[config.mk]
export PLATFORM = sky130hd
export DESIGN_NAME = obi2hci_bridge
export DESIGN_NICKNAME = d
export VERILOG_FILES = /design/src/rtl/obi2hci_bridge.sv
export SDC_FILE = /design/constraint.sdc
export NUM_CORES = 1
export LEC_CHECK = 0
export ABC_AREA = 0
export CAP_MARGIN = 20
export CORE_AREA = 2 2 90 92
export DETAILED_ROUTE_END_ITERATION = 12
export DIE_AREA = 0 0 92 94
export PLACE_DENSITY = 0.75
export SYNTH_ARGS = -nofsm -noshare
export SYNTH_HDL_FRONTEND = slang
export SYNTH_SLANG_ARGS = --single-unit
export TNS_END_PERCENT = 30
[constraint.sdc]
create_clock -name clk_i -period 5.1 [get_ports clk_i]
set_input_delay 0.51 -clock clk_i [delete_from_list [all_inputs] [get_ports clk_i]]
set_output_delay 0.51 -clock clk_i [all_outputs]
set_load 0.03 [all_outputs]
[src/rtl/obi2hci_bridge.sv]
// OBI manager to HCI initiator bridge with in-order ID tracking and an
// address window whose misses are answered locally with an OBI error.
module obi2hci_bridge #(
    parameter int unsigned          AddrWidth      = 32,
    parameter int unsigned          DataWidth      = 32,
    parameter int unsigned          IdWidth        = 1,
    parameter int unsigned          MaxOutstanding = 4,
    parameter logic [AddrWidth-1:0] BaseAddr       = '0,
    parameter logic [AddrWidth-1:0] AddrSize       = '0
) (
    input  logic                                  clk_i,
    input  logic                                  rst_ni,
    input  logic                                  obi_req_i,
    input  logic [AddrWidth-1:0]                  obi_addr_i,
    input  logic                                  obi_we_i,
    input  logic [DataWidth/8-1:0]                obi_be_i,
    input  logic [DataWidth-1:0]                  obi_wdata_i,
    input  logic [IdWidth-1:0]                    obi_aid_i,
    output logic                                  obi_gnt_o,
    output logic                                  obi_rvalid_o,
    output logic [DataWidth-1:0]                  obi_rdata_o,
    output logic [IdWidth-1:0]                    obi_rid_o,
    output logic                                  obi_err_o,
    output logic                                  obi_exokay_o,
    output logic                                  hci_req_o,
    output logic [AddrWidth-1:0]                  hci_add_o,
    output logic                                  hci_wen_o,
    output logic [DataWidth-1:0]                  hci_data_o,
    output logic [DataWidth/8-1:0]                hci_be_o,
    output logic [15:0]                           hci_boffs_o,
    output logic                                  hci_lrdy_o,
    output logic                                  hci_user_o,
    input  logic                                  hci_gnt_i,
    input  logic                                  hci_r_valid_i,
    input  logic [DataWidth-1:0]                  hci_r_data_i,
    output logic [$clog2(MaxOutstanding+1)-1:0]   outstanding_o,
    output logic                                  unexpected_rsp_o
);

    localparam int unsigned    CntW    = $clog2(MaxOutstanding + 1);
    localparam int unsigned    PtrW    = (MaxOutstanding > 1) ? $clog2(MaxOutstanding) : 1;
    localparam logic [CntW-1:0] Depth   = CntW'(MaxOutstanding);
    localparam logic [PtrW-1:0] LastPtr = PtrW'(MaxOutstanding - 1);

    logic [IdWidth-1:0]   aid_q  [MaxOutstanding];
    logic                 lerr_q [MaxOutstanding];
    logic [PtrW-1:0]      wptr_q, wptr_d, rptr_q, rptr_d;
    logic [CntW-1:0]      cnt_q, cnt_d;
    logic                 rdy_q;
    logic                 unexp_q, unexp_d;

    logic                 en, in_win, full, head_vld, head_lerr;
    logic                 hci_req, lerr_gnt, push, hci_rsp, lerr_rsp, pop;
    logic [AddrWidth-1:0] offset;

    function automatic logic [PtrW-1:0] ptr_inc(input logic [PtrW-1:0] p);
        return (p == LastPtr) ? '0 : p + 1'b1;
    endfunction

    // rdy_q holds everything quiet for the first cycle after reset release
    assign en        = rst_ni & rdy_q;
    assign offset    = obi_addr_i - BaseAddr;
    assign in_win    = (AddrSize == '0) || (offset < AddrSize);
    assign full      = (cnt_q == Depth);
    assign head_vld  = (cnt_q != '0);
    assign head_lerr = head_vld & lerr_q[rptr_q];

    // A local error entry sits alone in the FIFO, so it never meets an HCI response
    assign hci_req  = en & obi_req_i & in_win & ~full & ~head_lerr;
    assign lerr_gnt = en & obi_req_i & ~in_win & (cnt_q == '0);
    assign push     = (hci_req & hci_gnt_i) | lerr_gnt;
    assign hci_rsp  = en & hci_r_valid_i & head_vld & ~head_lerr;
    assign lerr_rsp = en & head_lerr;
    assign pop      = hci_rsp | lerr_rsp;
    assign unexp_d  = hci_r_valid_i & ~(head_vld & ~head_lerr);

    always_comb begin
        wptr_d = push ? ptr_inc(wptr_q) : wptr_q;
        rptr_d = pop  ? ptr_inc(rptr_q) : rptr_q;
        cnt_d  = cnt_q + CntW'(push) - CntW'(pop);
    end

    always_ff @(posedge clk_i) begin
        if (!rst_ni) begin
            wptr_q  <= '0;
            rptr_q  <= '0;
            cnt_q   <= '0;
            rdy_q   <= 1'b0;
            unexp_q <= 1'b0;
        end else begin
            wptr_q  <= wptr_d;
            rptr_q  <= rptr_d;
            cnt_q   <= cnt_d;
            rdy_q   <= 1'b1;
            unexp_q <= unexp_d;
        end
    end

    always_ff @(posedge clk_i) begin
        if (push) begin
            aid_q[wptr_q]  <= obi_aid_i;
            lerr_q[wptr_q] <= ~in_win;
        end
    end

    assign obi_gnt_o        = push;
    assign obi_rvalid_o     = pop;
    assign obi_rdata_o      = hci_rsp ? hci_r_data_i : '0;
    assign obi_rid_o        = pop ? aid_q[rptr_q] : '0;
    assign obi_err_o        = lerr_rsp;
    assign obi_exokay_o     = hci_rsp;

    assign hci_req_o        = hci_req;
    assign hci_add_o        = obi_addr_i;
    assign hci_wen_o        = ~obi_we_i;
    assign hci_data_o       = obi_wdata_i;
    assign hci_be_o         = obi_be_i;
    assign hci_boffs_o      = '0;
    assign hci_lrdy_o       = 1'b1;
    assign hci_user_o       = 1'b0;

    assign outstanding_o    = cnt_q;
    assign unexpected_rsp_o = unexp_q;

endmodule

# After elaboration in Yosys (flattened, before gate mapping)
# Memory sizes are Yosys's and may differ from the RTL's. A register that Yosys moved wholly into a read port is not among the register bits.
# Cells that the tools add are included.
# word_totals
ff_bits	9
mem_bits_rw	4
in_bits	107
out_inout_bits	129
wordCells	40
n_memories	1
# memory_table
memory	depth	word_bits	rd	rd_clocked_by_memory_dff	write_ports	line_no	text
aid_q	4	1	1	1	1	45	logic [IdWidth-1:0] aid_q [MaxOutstanding];
# classes
addsub	4
n_eq_ne	3
muxes	9
bitwise	17
reduce_logical	1
# op_table
cell	count
$mux W32	1
$and A1 B1 Y1	11
$mux W2	4
$add A2 B1 Y2 const B	2
$eq A2 B2 Y1 const B	2
$mux W1	4
$not A1 Y1	4
$add A3 B1 Y3	1
$eq A3 B3 Y1 const B	1
$reduce_bool A3 Y1	1
$sub A3 B1 Y3	1
$and A1 B1 Y1 const B	1
$or A1 B1 Y1	1

# Logic depth before layout (Yosys ltp)
# Gate-level depths: netlist of run 1.
# depth
depth_word	7
mapped_depth	9

# Least setup slack after synthesis of run 1
# No wires, ideal clock.
# synth_timing
kind	register to register
start	register cnt_q[1], in the netlist outstanding_o[1]
end	register cnt_q[2], in the netlist outstanding_o[2]
arrival_ns	2.306
t_required_ns	4.985
setup_slack_ns	2.679
path_stages_with_launch	8
n_path_buf	0
period_less_slack_ns	2.421
path_cell_list	dfxtp_1 > nor3b_1 > nor2_1 > ha_1 > inv_1 > fa_1 > xnor2_1 > and2_1
# synth_between
elab_chain_len	7
elab_cells_between_ends	14
cone_classes	add/sub (2); eq/ne (1); bitwise (10); reduce/logical (1)
# synth_rtl
element	line_no	text
from (decl)	48	logic [CntW-1:0] cnt_q, cnt_d;
from (signal assigned)	93	cnt_q <= cnt_d;
$eq A3 B3 Y1 / $reduce_bool A3 Y1 (equally long branches)	64, 65	
$not A1 Y1 / $and A1 B1 Y1 (equally long branches)	69, 66	
$and A1 B1 Y1 / $not A1 Y1 (equally long branches)	69	assign hci_req = en & obi_req_i & in_win & ~full & ~head_lerr;
$and A1 B1 Y1 (*)	69	
$and A1 B1 Y1 (*)	71	assign push = (hci_req & hci_gnt_i) | lerr_gnt;
via obi_gnt_o	19	output logic obi_gnt_o,
$add A3 B1 Y3 (*)	80	cnt_d = cnt_q + CntW'(push) - CntW'(pop);
$sub A3 B1 Y3 (*)	80	
# The timed path passes the listed nets; every way through them passes the cells marked *.
# A chain may end at the register's enable or synchronous reset.

# Worst setup path after layout of run 1
# layout_timing
start	input port rst_ni
end	output port obi_rdata_o[13]
# layout_between
elab_chain_len	5
# layout_rtl
element	line_no	text
from (decl)	12	input logic rst_ni,
$and A1 B1 Y1	61	assign en = rst_ni & rdy_q;
$and A1 B1 Y1 (3 in a row)	72	assign hci_rsp = en & hci_r_valid_i & head_vld & ~head_lerr;
$mux W32	108	assign obi_rdata_o = hci_rsp ? hci_r_data_i : '0;
to (decl)	21	output logic [DataWidth-1:0] obi_rdata_o,
# No other way between the ends.

==> results of run 1 <==
critical path, cell delays in order:
cell and delay [ns]:
clkdlybuf4s50_1 0.70, nand3_1 0.21, or2_1 0.38, inv_8 0.22, and2_4 0.18, clkdlybuf4s50_1 0.69
stage by stage:
stage | util, % | setup slack (ns) | total power, mW | hold slack [ns] | area [um2]
floorplan | - | 2.679 | 0.3069 | 0.4677 | 1772
global placement | 25.95 | 1.777 | 0.2442 | 0.5048 | 1974
detailed placement | 25.95 | 1.698 | 0.2446 | 0.5139 | 1974
CTS | 26.56 | 1.694 | 0.3432 | 0.5201 | 2021
global route | 26.56 | 1.553 | 0.3534 | 0.5615 | 2021
finish | 26.56 | 1.702 | 0.3395 | 0.5203 | 2021
routing by layer:
layer / routed length, um / global-route usage (%) / vias to the layer above
li1: - / - / 499
met1: 1661 / 10.75 / 484
met2: 2249 / 16.73 / 110
met3: 693 / 6.421 / 17
met4: 115 / 3.607 / 2
met5: 37 / 3.846 / -
power breakdown:
part / internal, mW / switching, mW / leakage [nW] / total [mW]
sequential: 0.127 / 0.00499 / 0.126 / 0.132
combinational: 0.0524 / 0.0577 / 0.647 / 0.110
clock: 0.0542 / 0.0431 / 0.0255 / 0.0973
total: 0.234 / 0.106 / 0.798 / 0.340
cell type report:
| class | instances | share of cell area [%] |
|---|---|---|
| clock inverters | 1 | 0.2477 |
| flip-flops and latches | 15 | 16.84 |
| repair buffers | 80 | 39.63 |
| multi-input cells | 92 | 33.25 |
| well taps | 102 | 6.316 |
| inverters | 7 | 1.672 |
| clock buffers | 3 | 2.043 |
logic make-up (layout without fill, tap and decap cells):
kind of cell | after synthesis | in the layout | synth area share, %
buffers and inverters | 100 | 91 | 44.47
and+or+nand+nor | 55 | 55 | 23.81
DFF | 15 | 15 | 19.93
adders and majority gates | 7 | 7 | 5.568
AOI/OAI and AO/OA | 7 | 7 | 2.857
other | 2 | 19 | 0.4397
xor gates and xnor gates | 2 | 2 | 1.026
muxes | 2 | 2 | 1.905
how the worst max path moves through the flow:
stage	from	endpoint	slack, ns	depth (start not counted)
after floorplan	outstanding_o[1]	outstanding_o[2]	2.68	7
after global placement	rst_ni	obi_rdata_o[26]	1.78	6
after detailed placement	rst_ni	obi_rdata_o[13]	1.70	6
after CTS	rst_ni	obi_rdata_o[13]	1.69	6
after global routing	rst_ni	obi_rdata_o[26]	1.55	6
final	rst_ni	obi_rdata_o[13]	1.70	6
placed cells by master (no fill, tap or decap), drive strengths merged, types with 3 or more instances in the layout:
master / n
and2: 39
inv: 7
conb: 19
clkbuf: 3
clkdlybuf4s50: 80
nor2: 3
edfxtp: 4
ha: 6
nand2: 3
dfxtp: 11
o21ai: 3
==> qor.csv, run 1 <==
metric,value,unit
outcome,"complete, no violations",
dr.pass1.iters,3,
drive_gt1_share,21.21,%
syn_inst,190,
hpwl,3919,um
holdPathStages,2,
netlist.area_leader.share,38.68,%
grt_max_degree,36,
cts.path.max_buffers,2,
antenna_left,0,
grt_pass1_vias,1100,
synth.distinct_cells,33,
drc,0,
final-seq-area,340.3,um2
synthFlopType,dfxtp_1,
r2r-start,outstanding_o[0],
synth-seq-area-share,19.93,%
clockRootBuffer,clkbuf_8,
tightest_slew,0.5013,ns
multi_input_area,671.9,um2
vdd_drop_max,141.1,uV
finalHoldViolCount,0,
routed_wirelength,4758,um
max_freq,294.3,MHz
antenna_found_initial,0,
critPathKind,input pin to primary output,
synth_top_area_cell,buf_4,
hold_start,wptr_q[1],
hold_path.class,flop to flop,
instances_no_fill,300,
async_flop_share,0,%
finalSetupViolCount,0,
rsz0062_at_grt,false,
cp-end-kind,primary output,
fin_crit,3.398,ns
core,7607,um2
worstHoldEndpoint,wptr_q[1],
place.gp.congestion,0.7127,
fillers,827,
ioPinCount,236,
power.leakage,0.7980,nW
overflow,0,
ys_seq_elements,15,
reg2reg_depth,8,
syn_area,1708,um2
vias_per_cell,3.707,
vias,1112,
ys_warn_count,0,
finalCritPeriodShare,66.62,%
ys_top_cells_by_count,"88 x buf_4, 28 x and2_4, 11 x dfxtp_1",
crit_arrival,2.89,ns
post_cts_buffers,0,
critical_path_required,4.59,ns
nets,313,
fin_tns_setup,0,ns
power_density,168.0,nW/um2
grt_pass1_wl,6775,um
critPathMaxFanout,35,
htree_num_levels,1,
die_x,92,um
rows,32,
io_buffers,80,
cap_viol_max_count,0,
clk_latency,0.25,ns
cts_inserted_buffers,3,
grtUsageTotal,10.33,%
cts_num_sinks,15,
syn_area_per_cell,8.989,um2
reg2reg_slack,2.99,ns
wl_per_cell,15.86,um
synth_edf_count,4,
yosys-top-cells-area,"buf_4 39%, and2_4 14%, dfxtp_1 13%",
die_area,8648,um2
start_util,22.45,%
cts_tree,built,
place_inst,296,
die_h,94,um
cts_hold_buf,0,
drtIter0Drc,8,
slew_headroom,66.46,%
maxSlewViolCount,0,
timing.rr.end,outstanding_o[2],
area_delta_synth_final,18.32,%
cp-start-kind,input pin,
synthMostInstantiatedCell,buf_4,
clk_pin_slew_worst_paths,0.06,ns
diodes,0,
cts_resized,0,
fin_skew,0.001260,ns
Note: power is estimated with default switching activity, not from simulation.
==> run 2, diff against run 1 <==
--- a/config.mk
+++ b/config.mk
@@ -7,10 +7,11 @@
 export LEC_CHECK = 0
 export ABC_AREA = 0
 export CAP_MARGIN = 20
-export CORE_AREA = 2 2 90 92
+export CORE_ASPECT_RATIO = 1.1
+export CORE_MARGIN = 2
+export CORE_UTILIZATION = 22
 export DETAILED_ROUTE_END_ITERATION = 12
-export DIE_AREA = 0 0 92 94
-export PLACE_DENSITY = 0.75
+export PLACE_DENSITY = 0.77
 export SYNTH_ARGS = -nofsm -noshare
 export SYNTH_HDL_FRONTEND = slang
 export SYNTH_SLANG_ARGS = --single-unit
==> constraint.sdc (replaced) <==
create_clock -name clk_i -period 3.04 [get_ports clk_i]
set_input_delay 0.304 -clock clk_i [delete_from_list [all_inputs] [get_ports clk_i]]
set_output_delay 0.304 -clock clk_i [all_outputs]
set_load 0.03 [all_outputs]
==> qor.csv, run 2 (same netlist as run 1, synthesis figures left out) <==
metric,value,unit,change
crit_arrival,2.40,ns,was 2.89 ns
layout_commonest_cell,clkdlybuf4s50_1,,unchanged
rsz0062_at_grt,false,,unchanged
vias,1112,,unchanged
cts_num_sinks,15,,unchanged
finalSetupViolCount,0,,unchanged
nets,315,,was 313
hpwl,3853,um,was 3919 um
cts_inserted_buffers,3,,unchanged
fin_tns_setup,0,ns,unchanged
drive_gt1_share,22.00,%,was 21.21%
vdd_drop_max,396.3,uV,was 141.1 uV
clk_latency,0.25,ns,about the same
die_x,88.01,um,was 92 um
utilization,27.29,%,was 26.56%
fin_skew,0.003317,ns,was 0.001260 ns
critPathKind,input pin to primary output,,unchanged
diodes,0,,unchanged
cp-start-kind,input pin,,unchanged
routed_wirelength,4578,um,was 4758 um
critPathMaxFanout,35,,unchanged
start_util,22.85,%,was 22.45%
finalHoldViolCount,0,,unchanged
antenna_left,0,,unchanged
hold_path.class,flop to flop,,unchanged
clk_pin_slew_worst_paths,0.06,ns,about the same
cts.path.max_buffers,2,,unchanged
clockRootBuffer,clkbuf_8,,unchanged
core,7473,um2,was 7607 um2
grt_pass1_vias,1047,,was 1100
reg2reg_slack,0.92,ns,was 2.99 ns
hold_ws,0.5022,ns,was 0.5203 ns
cts_hold_buf,0,,unchanged
max_freq,369.4,MHz,
wl_per_cell,15.01,um,was 15.86 um
rows,33,,was 32
dr.pass1.iters,2,,was 3
io_buffers,80,,unchanged
overflow,0,,unchanged
cts_tree,built,,unchanged
mostFrequentLayoutCells,"80 x clkdlybuf4s50_1, 28 x and2_4, 19 x conb_1, 11 x dfxtp_1, 7 x and2_1",,unchanged
power.leakage,0.8082,nW,was 0.7980 nW
vias_per_cell,3.646,,was 3.707
area_delta_synth_final,19.41,%,was 18.32%
cp-end-kind,primary output,,unchanged
grtUsageTotal,9.777,%,was 10.33%
power,0.5676,mW,was 0.3395 mW
drtIter0Drc,1,,was 8
critical_path_required,2.74,ns,was 4.59 ns
finalCritPeriodShare,89.04,%,
fin_crit,2.707,ns,
grt_max_degree,36,,unchanged
post_cts_buffers,0,,unchanged
die_area,8485,um2,was 8648 um2
outcome,"complete, no violations",,unchanged
antenna_found_initial,0,,unchanged
maxSlewViolCount,0,,unchanged
cap_viol_max_count,0,,unchanged
ioPinCount,236,,unchanged
power_density,278.3,nW/um2,was 168.0 nW/um2
place.gp.congestion,0.7566,,was 0.7127
grt_pass1_wl,6134,um,was 6775 um
cts_resized,0,,unchanged
die_h,96.41,um,was 94 um
drc,0,,unchanged
htree_num_levels,1,,unchanged
run 2: cell types whose count changed in the layout (fill, tap and decap cells not counted), sizes merged:
cell,change
buf,+2
run 2: routing by layer:
layer / part of all wire [%] / track usage [%] / vias up / routed length (um)
met5: 0 / 0 / - / 0
met4: 1.9 / 3.157 / 0 / 85
met3: 22 / 9.006 / 12 / 1019
met2: 41 / 13.95 / 107 / 1864
met1: 35 / 10.31 / 489 / 1610
li1: - / - / 504 / -
run 2: path summary, 6_finish.rpt:
| check | start | end | depth (start not counted) |
|---|---|---|---|
| worst max-delay path | rst_ni | obi_rdata_o[30] | 6 |
| worst min-delay path | wptr_q[1] | wptr_q[1] | 2 |
| worst max register to register | outstanding_o[1] | outstanding_o[2] | 8 |
| worst min register to register | wptr_q[1] | wptr_q[1] | 2 |
run 2: layout make-up:
| type | instances | area [um2] |
|---|---|---|
| inverters | 7 | 33.78 |
| well taps | 105 | 131.4 |
| clock buffers | 3 | 41.29 |
| fillers | 803 | 5434 |
| multi-input cells | 92 | 671.9 |
| repair buffers | 82 | 815.8 |
| flip-flops and latches | 15 | 340.3 |
| clock inverters | 1 | 5.005 |
run 2: stage by stage:
stage	instance area [um2]	setup slack, ns	std cells
2_1_floorplan	1772	0.6186	207
3_3_place_gp	1993	0.3764	301
3_5_place_dp	1993	0.3187	301
4_1_cts	2039	0.3131	305
5_1_grt	2039	0.2418	305
6_report	2039	0.3331	305
run 2: critical path, cell delays in order:
cell,delay [ns]
clkdlybuf4s50_1,0.48
nand3_1,0.14
or2_1,0.37
inv_8,0.22
and2_4,0.19
clkdlybuf4s50_1,0.68
run 2: power breakdown:
group / leakage [nW] / switching [mW] / internal [mW]
registers: 0.126 / 0.00795 / 0.213
clock network: 0.0255 / 0.0695 / 0.0907
logic: 0.657 / 0.0969 / 0.0893
==> run 3, diff against run 2 <==
--- a/config.mk
+++ b/config.mk
@@ -7,11 +7,10 @@
 export LEC_CHECK = 0
 export ABC_AREA = 0
 export CAP_MARGIN = 20
-export CORE_ASPECT_RATIO = 1.1
-export CORE_MARGIN = 2
-export CORE_UTILIZATION = 22
+export CORE_AREA = 2 2 91 93
 export DETAILED_ROUTE_END_ITERATION = 12
-export PLACE_DENSITY = 0.77
+export DIE_AREA = 0 0 93 95
+export DONT_BUFFER_PORTS = 1
 export SYNTH_ARGS = -nofsm -noshare
 export SYNTH_HDL_FRONTEND = slang
 export SYNTH_SLANG_ARGS = --single-unit
==> qor.csv, run 3 (same netlist as run 1, synthesis figures left out) <==
metric,value,unit,change
grt_pass1_wl,4264,um,was 6134 um
clk_pin_slew_worst_paths,0.06,ns,about the same
nets,233,,was 315
drc,0,,unchanged
outcome,"complete, no violations",,unchanged
die_h,95,um,was 96.41 um
grt_max_degree,36,,unchanged
tightest_slew,0.8978,ns,
power_density,393.9,nW/um2,was 278.3 nW/um2
worstHoldEndpoint,rdy_q,,was wptr_q[1]
vias_per_cell,3.565,,was 3.646
rsz0062_at_grt,false,,unchanged
io_buffers,0,,was 80
critPathMaxFanout,8,,was 35
core,7928,um2,was 7473 um2
antenna_found_initial,0,,unchanged
fin_crit,2.604,ns,was 2.707 ns
critPathKind,flop to flop,,was input pin to primary output
clk_latency,0.24,ns,was 0.25 ns
slowest_delay,0.73,ns,was 0.68 ns
reg2reg_slack,0.44,ns,was 0.92 ns
fillers,902,,was 803
vias,795,,was 1112
dr.pass1.iters,4,,was 2
cap_viol_max_count,0,,unchanged
antenna_left,0,,unchanged
power.leakage,0.5056,nW,was 0.8082 nW
critical_path_required,3.18,ns,was 2.74 ns
overflow,0,,unchanged
cp-start-kind,flop,,was input pin
start_util,21.54,%,was 22.85%
grt_pass1_vias,743,,was 1047
critPathBufInv,1,,was 3
area_delta_synth_final,-28.35,%,was 19.41%
crit_arrival,2.74,ns,was 2.40 ns
drive_gt1_share,35.59,%,was 22.00%
crit_start,outstanding_o[1],,was rst_ni
fin_skew,0.001225,ns,was 0.003317 ns
die_x,93,um,was 88.01 um
reg2reg_depth,7,,was 8
holdPathStages,0,,was 2
layout_commonest_cell,and2_4,,was clkdlybuf4s50_1
post_cts_buffers,0,,unchanged
cts_hold_buf,0,,unchanged
routed_wirelength,3276,um,was 4578 um
htree_num_levels,1,,unchanged
hpwl,2859,um,was 3853 um
grtUsageTotal,6.628,%,was 9.777%
maxSlewViolCount,0,,unchanged
r2r-start,outstanding_o[1],,unchanged
max_freq,384.0,MHz,was 369.4 MHz
rows,33,,unchanged
finalHoldViolCount,0,,unchanged
mostFrequentLayoutCells,"28 x and2_4, 19 x conb_1, 11 x dfxtp_1, 7 x and2_1",,"was 80 x clkdlybuf4s50_1, 28 x and2_4, 19 x conb_1, 11 x dfxtp_1, 7 x and2_1"
die_area,8835,um2,was 8485 um2
cts_resized,0,,unchanged
wl_per_cell,14.69,um,was 15.01 um
power,0.4820,mW,was 0.5676 mW
cts_tree,built,,unchanged
clockRootBuffer,clkbuf_8,,unchanged
cts_inserted_buffers,3,,unchanged
hold_path.class,input pin to flop,,was flop to flop
cp_cell_sequence,nor3b_1 > nor2_1 > ha_1 > inv_1 > fa_1 > xnor2_1 > and2_1,,was clkdlybuf4s50_1 > nand3_1 > or2_1 > inv_8 > and2_4 > clkdlybuf4s50_1
hold_start,rst_ni,,was wptr_q[1]
slew_headroom,39.92,%,
diodes,0,,unchanged
drtIter0Drc,19,,was 1
finalCritPeriodShare,85.65,%,was 89.04%
cp-end-kind,flop,,was primary output
timing.rr.end,outstanding_o[2],,unchanged
slowest_stage,nor2_1,,was clkdlybuf4s50_1
cts.path.max_buffers,2,,unchanged
ioPinCount,236,,unchanged
fin_tns_setup,0,ns,unchanged
place.gp.congestion,0.7017,,was 0.7566
cp_top_family,simple AND/OR/NAND/NOR gates,,was buffers and inverters
cts_num_sinks,15,,unchanged
finalSetupViolCount,0,,unchanged
hold_ws,0.08453,ns,was 0.5022 ns
vdd_drop_max,184.1,uV,was 396.3 uV
## run 3: worst max path at each step
stage	endpoint	slack, ns	depth (start not counted)
final	outstanding_o[2]	0.44	7
after global routing	outstanding_o[2]	0.23	7
after CTS	outstanding_o[2]	0.42	7
after detailed placement	outstanding_o[2]	0.43	7
after global placement	outstanding_o[2]	0.45	7
after floorplan	outstanding_o[2]	0.62	7
## run 3: metrics by stage
| stage | std cells | instance area (um2) | utilization [%] | setup WS (ns) |
|---|---|---|---|---|
| 2_1_floorplan | 207 | 1772 | - | 0.6186 |
| 3_3_place_gp | 219 | 1177 | 14.85 | 0.4486 |
| 3_5_place_dp | 219 | 1177 | 14.85 | 0.4338 |
| 4_1_cts | 223 | 1224 | 15.44 | 0.4155 |
| 5_1_grt | 223 | 1224 | 15.44 | 0.2266 |
| 6_report | 223 | 1224 | 15.44 | 0.4362 |
## run 3: cell type report
| cell class | instances | area [um2] | area share (%) |
|---|---|---|---|
| Tap cell | 105 | 131.4 | 10.74 |
| Inverter | 7 | 33.78 | 2.761 |
| Clock inverter | 1 | 5.005 | 0.4090 |
| Sequential cell | 15 | 340.3 | 27.81 |
| Clock buffer | 3 | 41.29 | 3.374 |
| Multi-Input combinational cell | 92 | 671.9 | 54.91 |
## run 3: metal layers
metal  track usage, %  vias up  wire length, um
met5                0        -                0
met4            2.451        0               36
met3            5.746        8              616
met2            11.35      112             1711
met1            5.564      336              912
li1                 -      339                -
## run 3: power by group
group	total, mW	leakage, nW	internal (mW)	switching [mW]
Sequential	0.231	0.126	0.213	0.0171
Combinational	0.0954	0.354	0.0240	0.0714
Clock	0.156	0.0255	0.0905	0.0656
